File: src/rtl/k12_fetch_if.sv
// ============================================================================
// Module   : k12_fetch_if
// Purpose  : Bundles the k12 fetch stage's memory bus, its instruction
//            handshake towards decode/ALU and its branch inputs.
// Ports    : master modport = fetch stage view, slave modport = memory plus
//            consumer view.
//            mem_addr/mem_req/mem_ack/mem_rdata  byte-wide memory bus
//            inst/inst_valid/inst_ready          instruction handshake
//            branch_en/branch_target/cond        branch resolution
//            pc                                  current instruction address
//            fault                               only with K12_FETCH_ALIGN_CHECK_EN
// Revision : 1.0 - initial release
// ============================================================================
`default_nettype none

interface k12_fetch_if #(
  parameter int unsigned PC_WIDTH = 16
);
  logic [PC_WIDTH-1:0] mem_addr;
  logic                mem_req;
  logic                mem_ack;
  logic [7:0]          mem_rdata;
  logic [15:0]         inst;
  logic                inst_valid;
  logic                inst_ready;
  logic                branch_en;
  logic [PC_WIDTH-1:0] branch_target;
  logic                cond;
  logic [PC_WIDTH-1:0] pc;
`ifdef K12_FETCH_ALIGN_CHECK_EN
  logic                fault;

  modport master (
    output mem_addr, mem_req, inst, inst_valid, pc, fault,
    input  mem_ack, mem_rdata, inst_ready, branch_en, branch_target, cond
  );

  modport slave (
    input  mem_addr, mem_req, inst, inst_valid, pc, fault,
    output mem_ack, mem_rdata, inst_ready, branch_en, branch_target, cond
  );
`else
  modport master (
    output mem_addr, mem_req, inst, inst_valid, pc,
    input  mem_ack, mem_rdata, inst_ready, branch_en, branch_target, cond
  );

  modport slave (
    input  mem_addr, mem_req, inst, inst_valid, pc,
    output mem_ack, mem_rdata, inst_ready, branch_en, branch_target, cond
  );
`endif

endinterface

`default_nettype wire

File: src/rtl/k12_fetch.sv
// ============================================================================
// Module   : k12_fetch
// Purpose  : k12 instruction fetch. Assembles a 16-bit instruction from two
//            byte reads (high byte at pc, low byte at pc+1), presents it with
//            a valid/ready handshake and updates pc at the handshake
//            (branch_target when branch_en & cond, otherwise pc+2).
// Ports    : clk  - clock, rising edge
//            rst  - synchronous active-high reset
//            bus  - k12_fetch_if.master (memory bus, instruction handshake,
//                   branch inputs, pc, optional fault)
// Options  : K12_FETCH_ALIGN_CHECK_EN - a taken branch to an odd target sets
//            a sticky fault and parks the stage in HALT until reset.
// Revision : 1.0 - initial release
// ============================================================================
`default_nettype none

module k12_fetch #(
  parameter int unsigned         PC_WIDTH = 16,
  parameter logic [PC_WIDTH-1:0] RESET_PC = '0
) (
  input  wire logic clk,
  input  wire logic rst,
  k12_fetch_if.master bus
);

  localparam logic [1:0] c_FETCH_HI = 2'd0;
  localparam logic [1:0] c_FETCH_LO = 2'd1;
  localparam logic [1:0] c_HOLD     = 2'd2;
  localparam logic [1:0] c_HALT     = 2'd3;

  logic [1:0]          r_state;
  logic [1:0]          w_next;
  logic [PC_WIDTH-1:0] r_pc;
  logic [15:0]         r_inst;
  logic [PC_WIDTH-1:0] w_pc_inc1;
  logic [PC_WIDTH-1:0] w_pc_inc2;
  logic                w_hs;
  logic                w_taken;
  logic                w_misalign;

  // Natural truncation gives the modulo 2^PC_WIDTH wrap.
  assign w_pc_inc1 = r_pc + PC_WIDTH'(1);
  assign w_pc_inc2 = r_pc + PC_WIDTH'(2);

  assign w_hs    = (r_state == c_HOLD) && bus.inst_ready;
  assign w_taken = bus.branch_en && bus.cond;

`ifdef K12_FETCH_ALIGN_CHECK_EN
  assign w_misalign = w_hs && w_taken && bus.branch_target[0];
`else
  // Odd targets are simply fetched as byte pairs.
  assign w_misalign = 1'b0;
`endif

  // State register
  always_ff @(posedge clk) begin
    if (rst) begin
      r_state <= c_FETCH_HI;
    end else begin
      r_state <= w_next;
    end
  end

  // Next-state logic
  always_comb begin
    w_next = r_state;
    case (r_state)
      c_FETCH_HI: if (bus.mem_ack) w_next = c_FETCH_LO;
      c_FETCH_LO: if (bus.mem_ack) w_next = c_HOLD;
      c_HOLD: begin
        if (w_hs) begin
          w_next = w_misalign ? c_HALT : c_FETCH_HI;
        end
      end
`ifdef K12_FETCH_ALIGN_CHECK_EN
      c_HALT:     w_next = c_HALT;
`endif
      default:    w_next = c_FETCH_HI;
    endcase
  end

  // Output logic; everything here decodes registered state only.
  always_comb begin
    bus.mem_req    = 1'b0;
    bus.mem_addr   = r_pc;
    bus.inst_valid = 1'b0;
    case (r_state)
      c_FETCH_HI: bus.mem_req = 1'b1;
      c_FETCH_LO: begin
        bus.mem_req  = 1'b1;
        bus.mem_addr = w_pc_inc1;
      end
      c_HOLD:     bus.inst_valid = 1'b1;
      default:    bus.mem_req = 1'b0;
    endcase
  end

  // Datapath: instruction bytes and program counter
  always_ff @(posedge clk) begin
    if (rst) begin
      r_pc   <= RESET_PC;
      r_inst <= 16'h0000;
    end else begin
      if ((r_state == c_FETCH_HI) && bus.mem_ack) begin
        r_inst[15:8] <= bus.mem_rdata;
      end
      if ((r_state == c_FETCH_LO) && bus.mem_ack) begin
        r_inst[7:0] <= bus.mem_rdata;
      end
      // A misaligned taken branch leaves pc at the faulting instruction.
      if (w_hs && !w_misalign) begin
        r_pc <= w_taken ? bus.branch_target : w_pc_inc2;
      end
    end
  end

  assign bus.inst = r_inst;
  assign bus.pc   = r_pc;

`ifdef K12_FETCH_ALIGN_CHECK_EN
  logic r_fault;

  always_ff @(posedge clk) begin
    if (rst) begin
      r_fault <= 1'b0;
    end else if (w_misalign) begin
      r_fault <= 1'b1;
    end
  end

  assign bus.fault = r_fault;
`endif

endmodule

`default_nettype wire

File: src/flat_wrapper.sv
// flat-port wrapper written by rule: the top's interface ports become plain ports
module k12_fetch_flat 
#(
  parameter int unsigned         PC_WIDTH = 16,
  parameter logic [PC_WIDTH-1:0] RESET_PC = '0
)
  (clk, rst, bus_mem_addr, bus_mem_req, bus_inst, bus_inst_valid, bus_pc, bus_mem_ack, bus_mem_rdata, bus_inst_ready, bus_branch_en, bus_branch_target, bus_cond);
  k12_fetch_if #(.PC_WIDTH(PC_WIDTH)) bus_i ();
  input  wire logic clk;
  input  wire logic rst;
  output wire logic [$bits(bus_i.mem_addr)-1:0] bus_mem_addr;
  output wire logic [$bits(bus_i.mem_req)-1:0] bus_mem_req;
  output wire logic [$bits(bus_i.inst)-1:0] bus_inst;
  output wire logic [$bits(bus_i.inst_valid)-1:0] bus_inst_valid;
  output wire logic [$bits(bus_i.pc)-1:0] bus_pc;
  input wire logic [$bits(bus_i.mem_ack)-1:0] bus_mem_ack;
  input wire logic [$bits(bus_i.mem_rdata)-1:0] bus_mem_rdata;
  input wire logic [$bits(bus_i.inst_ready)-1:0] bus_inst_ready;
  input wire logic [$bits(bus_i.branch_en)-1:0] bus_branch_en;
  input wire logic [$bits(bus_i.branch_target)-1:0] bus_branch_target;
  input wire logic [$bits(bus_i.cond)-1:0] bus_cond;
  assign bus_mem_addr = bus_i.mem_addr;
  assign bus_mem_req = bus_i.mem_req;
  assign bus_inst = bus_i.inst;
  assign bus_inst_valid = bus_i.inst_valid;
  assign bus_pc = bus_i.pc;
  assign bus_i.mem_ack = bus_mem_ack;
  assign bus_i.mem_rdata = bus_mem_rdata;
  assign bus_i.inst_ready = bus_inst_ready;
  assign bus_i.branch_en = bus_branch_en;
  assign bus_i.branch_target = bus_branch_target;
  assign bus_i.cond = bus_cond;
  k12_fetch #(.PC_WIDTH(PC_WIDTH), .RESET_PC(RESET_PC)) u_core (.clk(clk), .rst(rst), .bus(bus_i));
endmodule
File: config.mk
export PLATFORM = sky130hd
export DESIGN_NAME = k12_fetch_flat
export DESIGN_NICKNAME = d
export VERILOG_FILES = /design/src/rtl/k12_fetch_if.sv /design/src/rtl/k12_fetch.sv /design/src/flat_wrapper.sv
export SDC_FILE = /design/constraint.sdc
export NUM_CORES = 1
export LEC_CHECK = 0
export ABC_AREA = 1
export BUFFER_PORTS_ARGS = -buffer_cell sky130_fd_sc_hd__buf_2
export CAP_MARGIN = 10
export CORE_AREA = 2 2 85 87
export CTS_BUF_LIST = sky130_fd_sc_hd__clkbuf_16
export DETAILED_ROUTE_END_ITERATION = 16
export DIE_AREA = 0 0 87 89
export SLEW_MARGIN = 10
export SYNTH_ARGS = -nofsm -noshare
export SYNTH_HDL_FRONTEND = slang
export SYNTH_SLANG_ARGS = --single-unit
File: constraint.sdc
create_clock -name clk -period 2.8 [get_ports clk]
set_input_delay 0.28 -clock clk [delete_from_list [all_inputs] [get_ports clk]]
set_output_delay 0.28 -clock clk [all_outputs]
set_load 0.02 [all_outputs]
### Yosys cells after proc, flatten, opt, wreduce, memory -nomap -nowiden

Cells that the tools add are included.

| operators by class | value |
|---|---|
| $add $sub $neg | 2 |
| eq/ne operators | 5 |
| multiplexer cells | 8 |
| reduce and logical (&&, ||, !) cells | 7 |

Operators by type and width:

| kind | number |
|---|---|
| two-way mux 16 bit | 2 |
| adder 16 x 1 -> 16 bit, second input constant | 1 |
| adder 16 x 2 -> 16 bit, second input constant | 1 |
| two-way mux 2 bit | 3 |
| one-hot mux 2 bit (3 select lines) | 1 |
| logical AND 1 bit | 4 |
| inequality test 2 bit, second input constant | 2 |
| AND reduction 3 bit | 1 |
| equality test 2 x 1 -> 1 bit, second input constant | 1 |
| equality test 2 bit, second input constant | 1 |
| zero test 2 bit | 1 |
| two-way mux 1 bit | 2 |
| inequality test 2 x 1 -> 1 bit, second input constant | 1 |
| OR reduction 2 bit | 1 |

| storage, ports and cells | value |
|---|---|
| register bits after elaboration | 34 |
| input bits | 30 |
| output and inout bits | 50 |
| word-level logic and storage cells | 26 |

### Logic depth before layout (Yosys ltp)

| logic depth | value |
|---|---|
| word-level depth | 4 |
| gate-level depth with buffers | 9 |

### Worst setup path before layout

No wires, ideal clock.

| timing path | value |
|---|---|
| path type | reg2out |
| from | register u_core.r_pc[2] (netlist: u_core.bus.pc[2]) |
| to | output port bus_mem_addr[11] |
| data arrival time | 1.604 ns |
| required time | 2.520 ns |
| path slack | 0.916 ns |
| cell stages (with the launch flop) | 9 |
| path buffers | 0 |
| cell sequence | dfxtp_1 > ha_1 > inv_1 > nor2_2 > nand2_1 > nor2_1 > nand2_1 > nand3_1 > o21ai_0 |

| between the ends | value |
|---|---|
| word-level cells in the longest chain between the ends | 2 |

RTL lines:

| what | RTL line | source |
|---|---|---|
| from (decl) | k12_fetch.sv:33 | `logic [PC_WIDTH-1:0] r_pc;` |
| from (signal assigned) | k12_fetch.sv:112 | `r_pc <= w_taken ? bus.branch_target : w_pc_inc2;` |
| adder 16 x 1 -> 16 bit | k12_fetch.sv:42 | `assign w_pc_inc1 = r_pc + PC_WIDTH'(1);` |
| two-way mux 16 bit | k12_fetch.sv:87 | `case (r_state)` |
| to (decl) | flat_wrapper.sv:11 | `output wire logic [$bits(bus_i.mem_addr)-1:0] bus_mem_addr;` |

Every way passes these cells.

### Worst setup path in the final report

Same ends and word-level chain as after synthesis.

==> results.json <==
{
  "grt_pass1_vias": 1953,
  "post-synth-top-area-cell": "dfxtp_1",
  "grt_max_degree": 35,
  "drtPass1Iterations": 4,
  "grt_pass1_wl_um": 9230,
  "status": "completed",
  "vias_per_cell": 4.79,
  "cp_max_fo": 6,
  "grt_overflow": 0,
  "setup.worst_path.end_class": "primary output",
  "yosys_warnings": 0,
  "diodes": 0,
  "netlist_instances": 285,
  "cp_cell_sequence": "ha_1 > inv_1 > nor2_2 > nand2_1 > o21ai_1 > nand3_1 > o21ai_0 > buf_2",
  "cp.required_ps": 2520,
  "clkLatencyLatePin_ps": 280,
  "syn_nets": 317,
  "ir_worst_vdd_mv": 0.282,
  "hold_viol": 0,
  "ys_types": 29,
  "setup_tns_ps": 0,
  "synth_enable_flop_cells": 0,
  "post_synth.cell_area_avg_um2": 6.92,
  "antenna_left": 0,
  "antenna_found_initial": 0,
  "layout.nets": 392,
  "syn-cell-area_um2": 1970,
  "ys_seq_elements": 34,
  "period_share_pct": 78.4,
  "power_leakage_nw": 1.19,
  "h-tree-depth": 2,
  "cpPeakStageDelay_ps": 440,
  "hold_depth": 2,
  "routed_wl_um": 5800,
  "drive_gt1_share_pct": 31.0,
  "numCtsBuffers": 5,
  "fin_crit_ps": 2190,
  "cts-root-buf": "clkbuf_16",
  "drc_errors": 0,
  "num_rows": 30,
  "min_from": "bus_branch_target[1]",
  "place_ws_ps": 881,
  "multi_input_area_um2": 1150,
  "relSlewSlack_pct": 52.8,
  "area_growth_pct": 32.1,
  "grt.total_usage_pct": 14.8,
  "synth_top_area_share_pct": 34.5,
  "rsz0062_at_grt": "no",
  "cts-resized-gates": 0,
  "critPathSlowestCell": "dfxtp_1",
  "ioPinCount": 80,
  "max_clock_freq_mhz": 456,
  "register_area_um2": 681,
  "final_max_slew_viol_count": 0,
  "clock_sinks": 34,
  "power_density_nw_per_um2": 525,
  "num_vias": 2112,
  "criticalPathCategory": "reg -> out",
  "seq_area_frac_synth_pct": 34.5,
  "yosysMostFrequentCell": "nand2_1",
  "min_path_type": "in -> reg",
  "cts_tree": "yes",
  "synth_common_cells": "nand2_1 (75), dfxtp_1 (34), a21oi_1 (32)",
  "die_area_um2": 7740,
  "start_util_pct": 29.3,
  "setup_viol": 0,
  "hold-worst-slack_ps": 253,
  "crit_path_start_kind": "flip-flop",
  "nFillCells": 703,
  "gp_congestion": 0.826,
  "core_um2": 6720,
  "ff2ff_setup_slack_ps": 1090,
  "worst_pin_slew_ps": 708,
  "async_flop_share_pct": 0,
  "maxCapViolCount": 0,
  "die_w_um": 87,
  "synth_flop_cell": "dfxtp_1",
  "drtIter0Drc": 169,
  "r2r_start": "u_core.r_state[1]",
  "yosys-top-cells-area": "dfxtp_1 (35%), nand2_1 (14%), a21oi_1 (8.1%)",
  "die_h_um": 89,
  "cts_setup_buffers": 0,
  "hold_end": "u_core.bus.pc[1]",
  "reg2reg_depth": 7,
  "dp_hpwl_um": 4260,
  "routedWlPerCell_um": 13.1,
  "fin_skew_ps": 6.26,
  "clkTransAtPathRegs_ps": 50,
  "setup_slack_ps": 606,
  "worst_r2r_endpoint": "u_core.bus.pc[5]",
  "port-buffer-count": 79,
  "clockBufferDepth": 2,
  "arrival_ps": 1910,
  "cts_hold_repair.buffers": 0
}
area by class of cell:
class / instances / share of cell area (%)
inverter: 23 / 3.31
tap: 80 / 3.84
clock inverter: 3 / 2.64
timing repair buffer: 79 / 15.2
sequential: 34 / 26.1
multi-input combinational: 217 / 44.1
clock buffer: 5 / 4.80
power by group:
group / internal (mW) / switching, mW
registers: 0.499 / 0.0107
logic: 0.0434 / 0.0860
clock network: 0.512 / 0.217
total: 1.05 / 0.314
per-stage QoR:
stage          cell area, um^2  power [mW]  utilization, %  std cells
6_report                  2610        1.37            38.8        441
3_5_place_dp              2410       0.650            35.9        433
2_1_floorplan             1970       0.598               -        285
5_1_grt                   2610        1.41            38.8        441
4_1_cts                   2610        1.38            38.8        441
3_3_place_gp              2410       0.649            35.9        433
logic make-up after synthesis:
logic type	Yosys count	share of synthesized area [%]
AOI/OAI and AO/OA	52	14.7
xor gates and xnor gates	14	6.22
adders and majority gates	2	1.27
buffers and inverters	34	7.23
DFF	34	34.5
and+or+nand+nor	149	36.1
placed cells by master (no fill, tap or decap):
cell type / Yosys / layout
a211oi_1: 1 / 1
a21oi_1: 32 / 32
a22oi_1: 4 / 4
a31oi_1: 3 / 3
buf_2: 3 / 79
bufinv_16: 0 / 2
clkbuf_16: 0 / 5
clkinv_4: 0 / 1
dfxtp_1: 34 / 34
ha_1: 2 / 2
inv_1: 17 / 17
inv_2: 6 / 6
nand2_1: 75 / 75
nand2_2: 5 / 5
nand2_4: 2 / 2
nand3_1: 25 / 25
nand4_1: 5 / 5
nor2_1: 25 / 25
nor2_2: 3 / 3
nor2_4: 6 / 6
nor2_8: 1 / 1
nor3_2: 2 / 2
o211a_1: 1 / 1
o211ai_1: 2 / 2
o21ai_0: 6 / 6
o21ai_1: 2 / 2
o21bai_1: 1 / 1
xnor2_1: 3 / 3
xor2_1: 11 / 11
state kept, by name, indices dropped and copies added (netlist names):
signal and cells:
u_core.bus.inst 16, u_core.bus.pc 16, u_core.r_state 2
worst max-delay path by stage:
stage | start | slack (ps) | depth (start not counted) | endpoint
global route | u_core.bus.pc[2] | 400 | 8 | bus_mem_addr[11]
detailed placement | u_core.bus.pc[2] | 880 | 8 | bus_mem_addr[11]
global placement | u_core.bus.pc[2] | 940 | 8 | bus_mem_addr[11]
CTS | u_core.bus.pc[2] | 590 | 8 | bus_mem_addr[11]
finish | u_core.bus.pc[2] | 610 | 8 | bus_mem_addr[11]
floorplan | u_core.bus.pc[2] | 920 | 8 | bus_mem_addr[11]
critical path, delay by kind of cell, from the launching register on:
family	cells	cell delay [ps]
AOI/OAI and AO/OA	2	260
and+or+nand+nor	3	410
buffers and inverters	2	250
adders and majority gates	1	280
DFF	1	440
per-layer routing:
| layer | wire (um) | global-route usage (%) |
|---|---|---|
| met1 | 2610 | 18.8 |
| met3 | 555 | 4.71 |
| met4 | 45 | 3.55 |
| met2 | 2590 | 24.6 |
| met5 | 0 | 0 |
(Power assumes the default switching activity.)
